===== config.mk =====
export PLATFORM = sky130hd
export DESIGN_NAME = sevenseg_mux_display
export DESIGN_NICKNAME = d
export VERILOG_FILES = /design/src/rtl/sevenseg_mux_display.sv
export SDC_FILE = /design/constraint.sdc
export NUM_CORES = 1
export LEC_CHECK = 0
export BUFFER_PORTS_ARGS = -buffer_cell sky130_fd_sc_hd__buf_2
export CORE_MARGIN = 2
export CORE_UTILIZATION = 35
export DETAILED_ROUTE_END_ITERATION = 7
export PLACE_DENSITY_LB_ADDON = 0.05
export SYNTH_ARGS = -nofsm -noshare
export SYNTH_HDL_FRONTEND = slang
export SYNTH_SLANG_ARGS = --single-unit

===== constraint.sdc =====
create_clock -name Clk -period 3.6 [get_ports Clk]
set_clock_uncertainty 0.15 [all_clocks]
set_input_delay 0.72 -clock Clk [delete_from_list [all_inputs] [get_ports Clk]]
set_output_delay 0.72 -clock Clk [all_outputs]
set_load 0.02 [all_outputs]

===== src/rtl/sevenseg_mux_display.sv =====
// Time-multiplexed seven-segment driver: scans a frame snapshot digit by digit,
// with per-digit enable, decimal point and leading-zero suppression.
module sevenseg_mux_display #(
  parameter int NUM_DIGITS  = 4,
  parameter int REFRESH_DIV = 100000
) (
  input  logic                    Clk,
  input  logic                    Reset,
  input  logic [4*NUM_DIGITS-1:0] HexVals,
  input  logic [NUM_DIGITS-1:0]   DigitEn,
  input  logic [NUM_DIGITS-1:0]   DpIn,
  input  logic                    LzEnable,
  output logic [0:6]              Seg,
  output logic                    Dp,
  output logic [NUM_DIGITS-1:0]   An,
  output logic                    FrameStart
);

  localparam int PW    = $clog2(REFRESH_DIV);
  localparam int IDX_W = (NUM_DIGITS > 1) ? $clog2(NUM_DIGITS) : 1;

  function automatic logic [0:6] hex_to_seg(input logic [3:0] h);
    case (h)
      4'h0: hex_to_seg = 7'b0000001;
      4'h1: hex_to_seg = 7'b1001111;
      4'h2: hex_to_seg = 7'b0010010;
      4'h3: hex_to_seg = 7'b0000110;
      4'h4: hex_to_seg = 7'b1001100;
      4'h5: hex_to_seg = 7'b0100100;
      4'h6: hex_to_seg = 7'b0100000;
      4'h7: hex_to_seg = 7'b0001111;
      4'h8: hex_to_seg = 7'b0000000;
      4'h9: hex_to_seg = 7'b0000100;
      4'hA: hex_to_seg = 7'b0001000;
      4'hB: hex_to_seg = 7'b1100000;
      4'hC: hex_to_seg = 7'b0110001;
      4'hD: hex_to_seg = 7'b1000010;
      4'hE: hex_to_seg = 7'b0110000;
      default: hex_to_seg = 7'b0111000;
    endcase
  endfunction

  logic [PW-1:0]           presc_q, presc_d;
  logic [IDX_W-1:0]        idx_q, idx_d;
  logic [4*NUM_DIGITS-1:0] hex_q;
  // Enables are held inverted so the all-zero reset snapshot shows every digit.
  logic [NUM_DIGITS-1:0]   dis_q;
  logic [NUM_DIGITS-1:0]   dpi_q;
  logic                    lz_q;
  logic [NUM_DIGITS-1:0]   an_q, an_d;
  logic [0:6]              seg_q, seg_d;
  logic                    dp_q, dp_d;
  logic                    fs_q;

  logic                    tc, last, snap;
  logic                    allz;
  logic [NUM_DIGITS-1:0]   supp, sel;
  logic [3:0]              cur_hex;
  logic                    cur_dis, cur_dp, cur_supp;

  always_comb begin
    tc      = (presc_q == PW'(REFRESH_DIV - 1));
    last    = (idx_q == IDX_W'(NUM_DIGITS - 1));
    snap    = tc && last;
    presc_d = tc ? '0 : presc_q + PW'(1);
    idx_d   = idx_q;
    if (tc) idx_d = last ? '0 : idx_q + IDX_W'(1);
  end

  // Suppression walks down from the top digit; digit 0 is never blanked.
  always_comb begin
    allz     = 1'b1;
    supp     = '0;
    sel      = '0;
    cur_hex  = 4'h0;
    cur_dis  = 1'b0;
    cur_dp   = 1'b0;
    cur_supp = 1'b0;
    for (int i = NUM_DIGITS - 1; i >= 0; i--) begin
      allz = allz && (hex_q[4*i +: 4] == 4'h0);
      if (i > 0) supp[i] = lz_q && allz;
      if (idx_q == IDX_W'(i)) begin
        sel[i]   = 1'b1;
        cur_hex  = hex_q[4*i +: 4];
        cur_dis  = dis_q[i];
        cur_dp   = dpi_q[i];
        cur_supp = supp[i];
      end
    end
  end

  always_comb begin
    an_d  = '1;
    seg_d = 7'b1111111;
    dp_d  = 1'b1;
    if (!cur_dis) begin
      if (cur_supp) begin
        if (cur_dp) begin
          an_d = ~sel;
          dp_d = 1'b0;
        end
      end else begin
        an_d  = ~sel;
        seg_d = hex_to_seg(cur_hex);
        dp_d  = ~cur_dp;
      end
    end
  end

  always_ff @(posedge Clk or posedge Reset) begin
    if (Reset) begin
      presc_q <= '0;
      idx_q   <= '0;
      hex_q   <= '0;
      dis_q   <= '0;
      dpi_q   <= '0;
      lz_q    <= 1'b0;
      an_q    <= '1;
      seg_q   <= 7'b1111111;
      dp_q    <= 1'b1;
      fs_q    <= 1'b0;
    end else begin
      presc_q <= presc_d;
      idx_q   <= idx_d;
      if (snap) begin
        hex_q <= HexVals;
        dis_q <= ~DigitEn;
        dpi_q <= DpIn;
        lz_q  <= LzEnable;
      end
      an_q  <= an_d;
      seg_q <= seg_d;
      dp_q  <= dp_d;
      fs_q  <= snap;
    end
  end

  assign An         = an_q;
  assign Seg        = seg_q;
  assign Dp         = dp_q;
  assign FrameStart = fs_q;

endmodule


==> out/metrics.csv <==
metric,value,unit
placer congestion estimate,0.769,
Reg power frac,49.8,%
Hold Path End,presc_q[0]$_DFF_PP0_,
hold path start,presc_q[0]$_DFF_PP0_,
fill count,778,
Tcrit/Tclk final,81.4,%
max frequency,341,MHz
row count,32,
CTS max path bufs,2,
RSZ-0062 raised after global routing,no,
Period minus WS final,2.93,ns
"EDFF count, synth",0,
drt drc,0,
Die Width,94.1,um
vias in the first global route,1852,
Clock Latency Late Sink,0.33,ns
pre-CTS setup slack,0.694,ns
Routed WL,5.74,mm
clock sink count,57,
"setup slack, reg-to-reg",0.67,ns
CP endpoint kind,register,
worst path cell trace,inv_1 -> ha_1 -> a211oi_1 -> a211oi_1 -> inv_1 -> ha_1 -> mux2_2 -> a22oi_1 -> nand2_1,
clk slew on worst S/H paths,0.06,ns
Ports,40,
share of synthesized registers carrying an async set or reset,100,%
total global routing overflow,0,
Root Buffer,clkbuf_8,
total power,0.00129,W
Clk network pwr share,47.9,%
vias per inst,4.86,
post-cts sizing count,0,
"Seq/Total Area, Yosys",50.7,%
combinational power share,2.2,%
NetSw,0.000257,W
Final Max Slew Viols,0,
first-pass GRT wire length,9.68,mm
switch share,20.0,%
Netlist cell types,45,
full die area,8850,um^2
Post-CTS Setup Inserts,0,
worst slew pin tran,0.813,ns
Area growth syn-to-layout,17.4,%
top-area cell type share of the netlist area,39.6,%
Synth Cell Area,2840,um^2
R2R Path Start,idx_q[0]$_DFFE_PP0N_,
maxcap violations,0,
Num CTS Buffers,9,
delay of the slowest cell on the worst path,0.58,ns
Max-Slew Margin vs Limit,45.4,%
setup TNS,0,ns
crit-path max FO,18,
Lkg Pwr,1.53,nW
wire per inst,14.2,um
Antenna Cells,0,
final setup margin,0.668,ns
fin util,42.7,%
Power Density,386,nW/um^2
final hold vios,0,
Layout Nets,336,
Worst Reg-to-Reg Cells,9,
H-tree level count,3,
CP Launch Type,register,
initial antenna violation count,0,
internal cell power,0.00103,W
Initial Util,36.4,%
Post-Syn Nets,293,
CTS hold repair buffers,0,
Mean Syn Cell Area,11.1,um^2
Ys Warns,0,
via total after detailed routing,1969,
layout cells sized above 1,32.7,%
antenna-violating nets left,0,
synth top area cells,"dfrtp_1 (40%), dfstp_2 (11%), mux2_2 (7.5%), ha_1 (4.8%), nand2_1 (3.0%)",
DRT Pass-1 Iters,4,
die height,94.1,um
hold path cells,1,
DPL Wire Length,4.12,mm
Setup Viol. Count Final,0,
GRT Overall Usage,14.5,%
WP data arrival,3.01,ns
largest net degree at the start of global routing,36,
required time of the worst setup path,3.68,ns
Worst setup startpoint,idx_q[0]$_DFFE_PP0N_,
worst setup path category,reg2reg,
RR Endpoint,Seg[6]$_DFF_PP1_,
maximum vdd drop,168,uV
critical path's slowest cell,a211oi_1,
CTS tree,done,
Hold WS,0.346,ns
post-synth top area cell,dfrtp_1,
status,"finished, final reports clean",
Synth Instances,255,
core box area,7810,um^2
Starting DRT DRC Count,44,
Most used DFF post-synth,dfrtp_1,
number of synthesized register bits,57,
HP Class,reg2reg,
PortBufs,39,
## stage by stage
stage / cell area [um^2] / instances
global placement: 3130 / 389
finish: 3340 / 405
floorplan: 2840 / 255
detailed placement: 3130 / 389
CTS: 3340 / 405
global route: 3340 / 405
## routing by layer
metal | share of wire (%) | vias to the layer above | GRT usage (%) | wire length, um
met2 | 41 | 41 | 19.0 | 2340
li1 | - | 981 | - | -
met3 | 4.2 | 8 | 4.17 | 244
met4 | 1.6 | 0 | 5.80 | 91
met1 | 53 | 939 | 22.0 | 3060
met5 | 0 | - | 0 | 0
## power groups by stage
stage / combinational (W) / sequential, W / clock (W)
6_report: 0.0000289 / 0.000641 / 0.000616
5_1_grt: 0.0000338 / 0.000641 / 0.000666
4_1_cts: 0.0000307 / 0.000641 / 0.000638
3_5_place_dp: 0.0000305 / 0.000653 / 0
3_3_place_gp: 0.0000304 / 0.000653 / 0
2_1_floorplan: 0.00000949 / 0.000653 / 0
## sequential cells by signal, indices dropped and copies added, names as in the netlist
signal,count
dpi_q,4
presc_q,17
lz_q,1
Seg,7
idx_q,2
FrameStart,1
An,4
dis_q,4
hex_q,16
Dp,1
## cells by family after synthesis
| family | count (synthesis) | synth area share, % |
|---|---|---|
| AO/OA/AOI/OAI | 40 | 8.94 |
| XOR/XNOR | 15 | 4.62 |
| adder cells (fa/ha/maj) | 11 | 4.84 |
| buffers and inverters | 24 | 4.49 |
| flip-flops | 57 | 50.7 |
| multiplexers | 24 | 9.47 |
| AND/OR/NAND/NOR | 84 | 16.9 |
## critical path: cells and delay by family, from the launching register on
family / cells / cell delay [ns]
buffers and inverters: 2 / 0.33
DFF: 1 / 0.40
adders and majority gates: 2 / 0.81
and+or+nand+nor: 1 / 0.07
muxes: 1 / 0.26
AOI/OAI and AO/OA: 3 / 0.81
## cell usage after synthesis, types with 2 or more instances
cell	count
buf_2	6
dfstp_2	12
nor3b_1	3
buf_6	3
a221oi_1	3
nand2b_1	6
nor4b_1	2
mux2_2	19
mux2i_1	4
nand2_1	23
xnor2_1	7
o21ai_0	9
nor2_1	15
nor4_4	2
inv_1	13
o21ai_1	3
or2_2	3
nor3_1	3
buf_4	2
nor4_1	2
nand4_1	3
dfrtp_1	45
xor2_1	8
a211oi_1	4
nand3_1	8
nand3b_1	4
ha_1	11
a22oi_1	3
a21oi_1	10
o211ai_1	4
## cell usage in the layout (no fill, tap or decap), types with 7 or more instances in the layout
master | Yosys | routed
nor2_1 | 15 | 15
o21ai_0 | 9 | 9
dfrtp_1 | 45 | 45
ha_1 | 11 | 11
nand3_1 | 8 | 8
mux2_2 | 19 | 19
xor2_1 | 8 | 8
inv_1 | 13 | 12
xnor2_1 | 7 | 7
a21oi_1 | 10 | 10
dfstp_2 | 12 | 12
clkbuf_8 | 0 | 12
buf_2 | 6 | 39
nand2_1 | 23 | 23
## worst max-delay path by stage
| stage | slack, ns | end |
|---|---|---|
| floorplan | 1.10 | Seg[6]$_DFF_PP1_ |
| global placement | 0.79 | Seg[6]$_DFF_PP1_ |
| detailed placement | 0.69 | Seg[6]$_DFF_PP1_ |
| CTS | 0.67 | Seg[6]$_DFF_PP1_ |
| global route | 0.43 | Seg[6]$_DFF_PP1_ |
| finish | 0.67 | Seg[6]$_DFF_PP1_ |
## cell type report
type                       instances  area, um^2  share of cell area (%)
sequential                        57        1440                    43.2
inverter                          13        48.8                    1.46
multi-input combinational        174        1270                    38.1
clock buffer                      14         173                    5.18
timing repair buffer              43         238                    7.13
tap                              102         128                    3.83
clock inverter                     2        35.0                    1.05
Note: power is estimated with default switching activity, not from simulation.
